### src/rtl/gcd_arbiter_if.sv
// Requester, response and engine signals of the shared GCD arbiter.
// slave: the arbiter itself; master: the clients/engine side.
interface gcd_arbiter_if #(
    parameter int unsigned NBITS = 32,
    parameter int unsigned NREQ  = 4,
    parameter int unsigned IDW   = 2
);
    logic [NREQ-1:0]       req_valid;
    logic [NREQ*NBITS-1:0] req_a;
    logic [NREQ*NBITS-1:0] req_b;
    logic [NREQ-1:0]       req_ready;
    logic                  resp_valid;
    logic [IDW-1:0]        resp_id;
    logic [NBITS-1:0]      resp_result;
    logic                  resp_err;
    logic [NBITS-1:0]      eng_a;
    logic [NBITS-1:0]      eng_b;
    logic                  eng_start;
    logic [NBITS-1:0]      eng_result;
    logic                  eng_done;
    logic                  busy;

    modport slave (
        input  req_valid, req_a, req_b, eng_result, eng_done,
        output req_ready, resp_valid, resp_id, resp_result, resp_err,
        output eng_a, eng_b, eng_start, busy
    );

    modport master (
        output req_valid, req_a, req_b, eng_result, eng_done,
        input  req_ready, resp_valid, resp_id, resp_result, resp_err,
        input  eng_a, eng_b, eng_start, busy
    );
endinterface

### src/rtl/gcd_arbiter.sv
// Round-robin arbiter sharing one GCD engine among NREQ requesters.
// One operation in flight; a watchdog turns a silent engine into an error response.
module gcd_arbiter #(
    parameter int unsigned NBITS   = 32,
    parameter int unsigned NREQ    = 4,
    parameter int unsigned IDW     = 2,
    parameter int unsigned TIMEOUT = 1024
) (
    input logic          clk,
    input logic          reset_n,
    gcd_arbiter_if.slave bus
);
    localparam int unsigned CW = (TIMEOUT > 1) ? $clog2(TIMEOUT) : 1;

    typedef enum logic [2:0] {StIdle, StGrant, StStart, StWait, StResp} state_e;

    state_e                state_q, state_d;
    logic [IDW-1:0]        last_grant_q, last_grant_d;
    logic [IDW-1:0]        owner_q, owner_d;
    logic [CW-1:0]         cnt_q, cnt_d;
    logic [NREQ-1:0]       req_ready_q, req_ready_d;
    logic                  resp_valid_q, resp_valid_d;
    logic [IDW-1:0]        resp_id_q, resp_id_d;
    logic [NBITS-1:0]      resp_result_q, resp_result_d;
    logic                  resp_err_q, resp_err_d;
    logic [NBITS-1:0]      eng_a_q, eng_a_d;
    logic [NBITS-1:0]      eng_b_q, eng_b_d;
    logic                  eng_start_q, eng_start_d;
    logic                  busy_q, busy_d;

    logic                  grant_found;
    logic [IDW-1:0]        grant_idx;
    logic [NREQ*NBITS-1:0] a_shift, b_shift;

    // Round-robin pick: first requester at or after last_grant+1, wrapping.
    always_comb begin
        int unsigned     cand;
        logic [NREQ-1:0] req_shift;
        grant_found = 1'b0;
        grant_idx   = '0;
        cand        = 0;
        req_shift   = '0;
        for (int unsigned k = 1; k <= NREQ; k++) begin
            cand      = (32'(last_grant_q) + k) % NREQ;
            req_shift = bus.req_valid >> cand;
            if (!grant_found && req_shift[0]) begin
                grant_found = 1'b1;
                grant_idx   = IDW'(cand);
            end
        end
        a_shift = bus.req_a >> (32'(grant_idx) * NBITS);
        b_shift = bus.req_b >> (32'(grant_idx) * NBITS);
    end

    // Next-state and registered-output values for the operation sequence.
    always_comb begin
        state_d       = state_q;
        last_grant_d  = last_grant_q;
        owner_d       = owner_q;
        cnt_d         = cnt_q;
        req_ready_d   = '0;
        resp_valid_d  = 1'b0;
        resp_id_d     = resp_id_q;
        resp_result_d = resp_result_q;
        resp_err_d    = resp_err_q;
        eng_a_d       = eng_a_q;
        eng_b_d       = eng_b_q;
        eng_start_d   = 1'b0;
        unique case (state_q)
            StIdle: begin
                if (grant_found) begin
                    owner_d     = grant_idx;
                    eng_a_d     = a_shift[NBITS-1:0];
                    eng_b_d     = b_shift[NBITS-1:0];
                    req_ready_d = NREQ'(1) << grant_idx;
                    state_d     = StGrant;
                end
            end
            StGrant: begin
                eng_start_d = 1'b1;
                state_d     = StStart;
            end
            StStart: begin
                cnt_d   = '0;
                state_d = StWait;
            end
            StWait: begin
                cnt_d = cnt_q + CW'(1);
                // Done has priority over a watchdog expiry in the same cycle.
                if (bus.eng_done) begin
                    resp_result_d = bus.eng_result;
                    resp_err_d    = 1'b0;
                    resp_id_d     = owner_q;
                    resp_valid_d  = 1'b1;
                    state_d       = StResp;
                end else if (cnt_q == CW'(TIMEOUT - 1)) begin
                    resp_result_d = '0;
                    resp_err_d    = 1'b1;
                    resp_id_d     = owner_q;
                    resp_valid_d  = 1'b1;
                    state_d       = StResp;
                end
            end
            StResp: begin
                last_grant_d = owner_q;
                state_d      = StIdle;
            end
            default: state_d = StIdle;
        endcase
        busy_d = (state_d != StIdle);
    end

    // State and output registers; async reset parks everything in IDLE.
    always_ff @(posedge clk or negedge reset_n) begin
        if (!reset_n) begin
            state_q       <= StIdle;
            last_grant_q  <= IDW'(NREQ - 1);
            owner_q       <= '0;
            cnt_q         <= '0;
            req_ready_q   <= '0;
            resp_valid_q  <= 1'b0;
            resp_id_q     <= '0;
            resp_result_q <= '0;
            resp_err_q    <= 1'b0;
            eng_a_q       <= '0;
            eng_b_q       <= '0;
            eng_start_q   <= 1'b0;
            busy_q        <= 1'b0;
        end else begin
            state_q       <= state_d;
            last_grant_q  <= last_grant_d;
            owner_q       <= owner_d;
            cnt_q         <= cnt_d;
            req_ready_q   <= req_ready_d;
            resp_valid_q  <= resp_valid_d;
            resp_id_q     <= resp_id_d;
            resp_result_q <= resp_result_d;
            resp_err_q    <= resp_err_d;
            eng_a_q       <= eng_a_d;
            eng_b_q       <= eng_b_d;
            eng_start_q   <= eng_start_d;
            busy_q        <= busy_d;
        end
    end

    assign bus.req_ready   = req_ready_q;
    assign bus.resp_valid  = resp_valid_q;
    assign bus.resp_id     = resp_id_q;
    assign bus.resp_result = resp_result_q;
    assign bus.resp_err    = resp_err_q;
    assign bus.eng_a       = eng_a_q;
    assign bus.eng_b       = eng_b_q;
    assign bus.eng_start   = eng_start_q;
    assign bus.busy        = busy_q;
endmodule
### src/flat_wrapper.sv
// flat-port wrapper written by rule: the top's interface ports become plain ports
module gcd_arbiter_flat 
#(
    parameter int unsigned NBITS   = 32,
    parameter int unsigned NREQ    = 4,
    parameter int unsigned IDW     = 2,
    parameter int unsigned TIMEOUT = 1024
)
  (clk, reset_n, bus_req_valid, bus_req_a, bus_req_b, bus_eng_result, bus_eng_done, bus_req_ready, bus_resp_valid, bus_resp_id, bus_resp_result, bus_resp_err, bus_eng_a, bus_eng_b, bus_eng_start, bus_busy);
  gcd_arbiter_if #(.NBITS(NBITS), .NREQ(NREQ), .IDW(IDW)) bus_i ();
  input logic clk;
  input logic reset_n;
  input wire logic [$bits(bus_i.req_valid)-1:0] bus_req_valid;
  input wire logic [$bits(bus_i.req_a)-1:0] bus_req_a;
  input wire logic [$bits(bus_i.req_b)-1:0] bus_req_b;
  input wire logic [$bits(bus_i.eng_result)-1:0] bus_eng_result;
  input wire logic [$bits(bus_i.eng_done)-1:0] bus_eng_done;
  output wire logic [$bits(bus_i.req_ready)-1:0] bus_req_ready;
  output wire logic [$bits(bus_i.resp_valid)-1:0] bus_resp_valid;
  output wire logic [$bits(bus_i.resp_id)-1:0] bus_resp_id;
  output wire logic [$bits(bus_i.resp_result)-1:0] bus_resp_result;
  output wire logic [$bits(bus_i.resp_err)-1:0] bus_resp_err;
  output wire logic [$bits(bus_i.eng_a)-1:0] bus_eng_a;
  output wire logic [$bits(bus_i.eng_b)-1:0] bus_eng_b;
  output wire logic [$bits(bus_i.eng_start)-1:0] bus_eng_start;
  output wire logic [$bits(bus_i.busy)-1:0] bus_busy;
  assign bus_i.req_valid = bus_req_valid;
  assign bus_i.req_a = bus_req_a;
  assign bus_i.req_b = bus_req_b;
  assign bus_i.eng_result = bus_eng_result;
  assign bus_i.eng_done = bus_eng_done;
  assign bus_req_ready = bus_i.req_ready;
  assign bus_resp_valid = bus_i.resp_valid;
  assign bus_resp_id = bus_i.resp_id;
  assign bus_resp_result = bus_i.resp_result;
  assign bus_resp_err = bus_i.resp_err;
  assign bus_eng_a = bus_i.eng_a;
  assign bus_eng_b = bus_i.eng_b;
  assign bus_eng_start = bus_i.eng_start;
  assign bus_busy = bus_i.busy;
  gcd_arbiter #(.NBITS(NBITS), .NREQ(NREQ), .IDW(IDW), .TIMEOUT(TIMEOUT)) u_core (.clk(clk), .reset_n(reset_n), .bus(bus_i));
endmodule
### config.mk
export PLATFORM = sky130hd
export DESIGN_NAME = gcd_arbiter_flat
export DESIGN_NICKNAME = d
export VERILOG_FILES = /design/src/rtl/gcd_arbiter_if.sv /design/src/rtl/gcd_arbiter.sv /design/src/flat_wrapper.sv
export SDC_FILE = /design/constraint.sdc
export NUM_CORES = 1
export LEC_CHECK = 0
export ABC_AREA = 1
export CORE_AREA = 2 2 156 158
export DETAILED_ROUTE_END_ITERATION = 16
export DIE_AREA = 0 0 158 160
export DONT_BUFFER_PORTS = 1
export HOLD_SLACK_MARGIN = 0.1
export SYNTH_ARGS = -nofsm -noshare
export SYNTH_HDL_FRONTEND = slang
export SYNTH_SLANG_ARGS = --single-unit
### constraint.sdc
create_clock -name clk -period 3.6 [get_ports clk]
set_input_delay 0.54 -clock clk [delete_from_list [all_inputs] [get_ports clk]]
set_output_delay 0.54 -clock clk [all_outputs]
set_load 0.01 [all_outputs]
==> results.py, run 1 <==
metrics = {
    "final_layout": {
        "final_common_cell": "nand2_1",
        "antenna_cells": 0,
        "layout_common_cells": "nand2_1 (436), inv_1 (274), nand3_1 (266), dfrtp_1 (121), a22o_1 (32)",
        "layoutNonFillerInstCount": 1564,
        "fill_cells": 2608,
        "fin_nets": 1523,
        "drive_gt1_share_pct": 5.323,
        "synthToLayoutAreaGrowth_pct": 10.10,
        "multiInputGateArea_um2": 3586,
        "regArea_um2": 3080,
    },
    "routing": {
        "dr.pass1.iters": 6,
        "route.detailed.drc": 0,
        "wire_per_inst_um": 16.13,
        "routed_wl_um": 25230,
        "wl_met3_um": 2135,
        "drt_iter0_markers": 467,
        "met1_length_um": 9990,
        "ant_nets": 0,
        "met2_length_um": 12490,
        "vias": 7763,
        "dr.max_layer_used": "met5",
        "vias_per_cell": 4.964,
    },
    "synth": {
        "synth_seq_area_share_pct": 37.89,
        "yosysTopAreaCell": "dfrtp_1",
        "syn_nets": 1568,
        "yosysTopAreaCellShare_pct": 37.24,
        "ys_seq_elements": 123,
        "syn_area_um2": 8130,
        "synthTopCellsByArea": "dfrtp_1 (37%), nand2_1 (20%), nand3_1 (16%)",
        "ys_warn_count": 0,
        "syn_avg_cell_area_um2": 6.392,
        "yosysUniqueCellTypes": 29,
        "synthCells": 1272,
    },
    "worst_setup_path": {
        "critPathRequiredTime_ns": 3.95,
        "cpPeakStageDelay_ns": 0.64,
        "crit_chain": "inv_4 > nand2_1 > nand2_1 > nand2_1 > nand2_2 > inv_2 > nand3_1 > nand2_4 > nand2_4 > buf_12 > nand2_1 > nand3_1 > nand2_1 > nand2_1 > nand2_1",
        "r2r_end": "u_core.bus.eng_a[22]",
        "regToRegSetupSlack_ns": 0.70,
        "reg2regPathDepth": 15,
        "crit_top_cell": "nand2_1",
        "arrival_ns": 3.24,
        "regToRegStartpoint": "u_core.last_grant_q[0]",
        "crit_start": "u_core.last_grant_q[0]",
        "worstSetupEndpointType": "flip-flop",
        "crit_fanout": 60,
        "path_class": "reg -> reg",
        "critPathLaunchType": "flip-flop",
        "cpMaxStageDelayCell": "dfstp_2",
    },
    "clock_network": {
        "post-cts-setup-buffers": 0,
        "insertion_delay_ns": 0.42,
        "clkSlewWorstSetupHoldPaths_ns": 0.06,
        "root_buffer": "clkbuf_16",
        "cts_resized": 0,
        "cts.htree.levels": 4,
        "cts_buffers": 17,
        "cts-hold-fix-buffers": 1,
        "clock-sinks": 123,
        "cts_buffer_depth": 2,
        "cts_tree": "yes",
    },
    "sta": {
        "fin_skew_ns": 0.01188,
        "post-route-period-util_pct": 80.42,
        "final_max_slew_viol_count": 0,
        "setup_slack_ns": 0.7049,
        "whs_ns": 0.06314,
        "worst_pin_slew_ns": 0.8132,
        "fmax_mhz": 345.4,
        "rsz0062_at_grt": "false",
        "fin_tns_setup_ns": 0,
        "setup_violations": 0,
        "hold_viol": 0,
        "period_needed_ns": 2.895,
        "maxSlewHeadroom_pct": 45.79,
    },
    "placement": {
        "io_buffers": 0,
        "place.gp.congestion": 0.8626,
        "placed_cells_incl_taps": 1531,
        "dp_slack_ns": 0.7267,
        "dp_hpwl_um": 17870,
    },
    "floorplanning": {
        "initial_core_util_pct": 34.13,
        "die_w_um": 158,
        "die_y_um": 160,
        "io-pin-count": 401,
        "core.rowCount": 57,
        "die_area_um2": 25280,
        "core-area_um2": 23820,
    },
    "job": {
        "max_cap_viol_count": 0,
    },
    "power": {
        "vdd_drop_max_uv": 539.7,
        "cellPowerDensity_nw_per_um2": 1214,
        "power_leakage_uw": 0.005454,
        "power_uw": 10870,
    },
    "global_route": {
        "grt_max_degree": 124,
        "grt_pass1_wl_um": 38780,
        "grt_pass1_vias": 7487,
        "antenna_found_initial": 1,
        "overflow": 0,
        "grt.total_usage_pct": 19.62,
    },
    "status": {
        "status": "completed",
    },
    "min_path": {
        "hold_class": "in -> async",
    },
}
-- metal layers --
layer	GRT usage [%]	up-vias
li1	-	3767
met1	22.51	3623
met2	34.51	335
met3	5.427	36
met4	7.248	2
met5	0	-
-- registers in the layout, indices dropped and copies added, names as in the netlist --
| register | flops |
|---|---|
| u_core.bus.resp_result | 32 |
| u_core.state_q | 3 |
| u_core.bus.req_ready | 4 |
| u_core.bus.resp_valid | 1 |
| u_core.owner_q | 2 |
| u_core.bus.eng_b | 32 |
| u_core.bus.resp_id | 2 |
| u_core.bus.resp_err | 1 |
| u_core.bus.eng_start | 1 |
| u_core.last_grant_q | 2 |
| u_core.cnt_q | 10 |
| u_core.bus.busy | 1 |
| u_core.bus.eng_a | 32 |
-- kinds of logic after synthesis --
kind of cell | after synthesis | share of synthesized area, %
AND/OR/NAND/NOR | 738 | 38.70
flip-flops | 123 | 37.89
buffers and inverters | 358 | 18.31
adder cells (fa/ha/maj) | 1 | 0.1539
XOR/XNOR | 1 | 0.1077
AO/OA/AOI/OAI | 51 | 4.832
-- synth_stat cells --
cell type	number
o21ai_0	11
nand3_2	1
buf_4	13
clkbuf_1	14
nand2_2	4
a22o_1	32
dfstp_2	2
nor2_1	17
ha_1	1
buf_2	45
a21oi_1	3
o32ai_1	1
a22oi_1	1
nand4_1	1
nand3_1	266
nand2_1	438
nor2_2	3
buf_6	5
or2_2	1
dfrtp_1	121
xor2_1	1
inv_4	1
a32o_1	1
inv_2	6
inv_1	274
a31oi_1	1
nor3_1	6
o211a_1	1
nor2_4	1
-- metrics by stage --
step	utilization, %	cell area (um^2)
after floorplan	-	8130
after global placement	34.66	8257
after detailed placement	34.66	8257
after CTS	37.58	8951
after global routing	37.58	8951
final	37.58	8951
-- report_power, final --
part / switching [uW] / total (uW) / internal, uW / leakage [uW]
Combinational: 4150 / 6090 / 1940 / 0.00359
Sequential: 804 / 2840 / 2040 / 0.00154
Clock: 663 / 1940 / 1280 / 0.000321
Total: 5620 / 10900 / 5250 / 0.00545
-- cell type report --
cell class | count | area share (%)
well taps | 324 | 4.529
clock inverters | 12 | 2.348
inverters | 281 | 11.81
repair buffers | 13 | 1.733
clock buffers | 20 | 5.102
multi-input cells | 791 | 40.06
flip-flops and latches | 123 | 34.41
-- how the worst max path moves through the flow --
stage	cells past startpoint	slack (ns)	to
after floorplan	16	1.66	u_core.bus.eng_a[13]
after global placement	16	0.80	u_core.bus.eng_a[5]
after detailed placement	15	0.73	u_core.bus.eng_a[5]
after CTS	15	0.71	u_core.bus.eng_a[5]
after global routing	15	0.48	u_core.bus.eng_a[22]
final	15	0.70	u_core.bus.eng_a[22]
-- worst max-delay path: cells and delay by family, from the launching register on --
kind	cells	cell delay, ns
buffers and inverters	3	0.45
flip-flops	1	0.64
AND/OR/NAND/NOR	12	1.67
No activity file was read; power rests on OpenSTA's default activity.
==> run 2, diff against run 1 <==
==> constraint.sdc (replaced) <==
create_clock -name clk -period 2.82 [get_ports clk]
set_input_delay 0.423 -clock clk [delete_from_list [all_inputs] [get_ports clk]]
set_output_delay 0.423 -clock clk [all_outputs]
set_load 0.01 [all_outputs]
==> run 2 against run 1 <==
Effect of this change: the flow now finishes with violations (hold timing); first-iteration DRC count fell by 22%; sequential cell count unchanged; critical path type unchanged; via count down 0.81%.
==> results.py, run 2 (synthesis gave the netlist of run 1 again) <==
metrics = {
    "sta": {
        "setup_violations": 0,
        "fin_tns_setup_ns": 0,
        "hold_viol": 123,
        "worst_pin_slew_ns": 0.8248,
        "fin_skew_ns": 0.01081,
        "rsz0062_at_grt": "false",
        "period_needed_ns": 2.486,
        "final_max_slew_viol_count": 0,
        "whs_ns": -0.3043,
        "fmax_mhz": 402.2,
        "post-route-period-util_pct": 88.16,
        "maxSlewHeadroom_pct": 45.01,
    },
    "worst_setup_path": {
        "worstSetupEndpointType": "flip-flop",
        "crit_top_cell": "nand2_1",
        "cp_num_buf_inv": 3,
        "crit_fanout": 124,
        "arrival_ns": 2.79,
        "crit_chain": "inv_4 > nand2_1 > nand2_1 > nand2_1 > nand2_2 > inv_2 > nand3_1 > nand2_4 > buf_12 > nand3_1 > nand3_1 > nand2_1 > nand2_1 > nand2_1",
        "critPathRequiredTime_ns": 3.12,
        "cpMaxStageDelayCell": "dfstp_2",
        "cpPeakStageDelay_ns": 0.63,
        "critPathLaunchType": "flip-flop",
        "cpLargestDelayFamily": "simple AND/OR/NAND/NOR gates",
        "path_class": "reg -> reg",
    },
    "placement": {
        "io_buffers": 0,
        "dp_hpwl_um": 17650,
        "place.gp.congestion": 0.8590,
    },
    "routing": {
        "vias": 7700,
        "vias_per_cell": 4.923,
        "route.detailed.drc": 0,
        "ant_nets": 0,
        "drt_iter0_markers": 366,
        "wire_per_inst_um": 15.80,
        "dr.pass1.iters": 5,
        "routed_wl_um": 24710,
    },
    "final_layout": {
        "fin_nets": 1523,
        "layout_common_cells": "nand2_1 (436), inv_1 (274), nand3_1 (266), dfrtp_1 (121), a22o_1 (32)",
        "antenna_cells": 0,
        "synthToLayoutAreaGrowth_pct": 9.172,
        "final_common_cell": "nand2_1",
        "drive_gt1_share_pct": 5.403,
    },
    "floorplanning": {
        "core-area_um2": 23820,
        "io-pin-count": 401,
        "die_y_um": 160,
        "core.rowCount": 57,
        "die_area_um2": 25280,
        "die_w_um": 158,
        "initial_core_util_pct": 34.13,
    },
    "clock_network": {
        "post-cts-setup-buffers": 0,
        "cts_buffers": 17,
        "cts_resized": 0,
        "cts_tree": "yes",
        "clock-sinks": 123,
        "cts_buffer_depth": 2,
        "insertion_delay_ns": 0.42,
        "cts.htree.levels": 4,
        "clkSlewWorstSetupHoldPaths_ns": 0.06,
        "root_buffer": "clkbuf_16",
    },
    "min_path": {
        "hold_class": "in -> async",
    },
    "status": {
        "status": "finished, violations left",
        "violations": "hold timing",
    },
    "global_route": {
        "grt_max_degree": 125,
        "overflow": 0,
        "antenna_found_initial": 0,
        "grt_pass1_vias": 7325,
        "grt.total_usage_pct": 19.28,
        "grt_pass1_wl_um": 38250,
    },
    "power": {
        "vdd_drop_max_uv": 1028,
        "power_leakage_uw": 0.005411,
        "cellPowerDensity_nw_per_um2": 1535,
    },
    "job": {
        "max_cap_viol_count": 0,
    },
}
[run 2: per-layer routing]
metal	track usage (%)	wire length [um]	part of all wire, %
met3	5.400	1978	8.0
met2	33.28	12170	49
met4	6.552	567	2.3
met5	0	0	0
met1	22.87	9998	40
[run 2: area by class of cell]
class / count / area [um^2]
well taps: 324 / 405.4
fillers: 2651 / 14940
clock inverters: 14 / 135.1
clock buffers: 18 / 439.2
multi-input cells: 791 / 3586
flip-flops and latches: 123 / 3080
repair buffers: 13 / 172.7
inverters: 281 / 1057
[run 2: stage by stage]
stage          instances  util, %  total power (uW)  setup WS, ns  cell area (um^2)
3_3_place_gp        1532    34.85             11550        0.3857              8302
2_1_floorplan       1272        -              9876        0.8772              8130
4_1_cts             1564    37.26             13810        0.3665              8876
5_1_grt             1564    37.26             15050       0.09884              8876
3_5_place_dp        1532    34.85             11600        0.3754              8302
6_report            1564    37.26             13630        0.3339              8876
[run 2: worst paths after layout]
path | startpoint | end | slack (ns) | cells past startpoint
min | reset_n | u_core.bus.resp_result[25] | -0.30 | 0
min reg2reg | u_core.cnt_q[9] | u_core.cnt_q[9] | 0.47 | 1
max | u_core.last_grant_q[0] | u_core.bus.eng_b[17] | 0.33 | 14
min in group clk | bus_eng_result[26] | u_core.bus.resp_result[26] | 0.15 | 1
max in group asynchronous | reset_n | u_core.last_grant_q[1] | 2.86 | 0
max reg2reg | u_core.last_grant_q[0] | u_core.bus.eng_b[17] | 0.33 | 14
[run 2: where the power goes]
part	switching, uW	total, uW	internal [uW]
clock	885	2140	1250
sequential	1010	3610	2600
combinational	5270	7880	2610
==> run 3, diff against run 2 <==
--- a/config.mk
+++ b/config.mk
@@ -7,10 +7,12 @@
 export LEC_CHECK = 0
 export ABC_AREA = 1
 export CORE_AREA = 2 2 156 158
+export CTS_CLUSTER_DIAMETER = 30
+export CTS_CLUSTER_SIZE = 30
 export DETAILED_ROUTE_END_ITERATION = 16
 export DIE_AREA = 0 0 158 160
 export DONT_BUFFER_PORTS = 1
-export HOLD_SLACK_MARGIN = 0.1
+export HOLD_SLACK_MARGIN = 0.05
 export SYNTH_ARGS = -nofsm -noshare
 export SYNTH_HDL_FRONTEND = slang
 export SYNTH_SLANG_ARGS = --single-unit
==> results of run 3 <==
Final layout, timing and power as in run 2 (identical DEF).
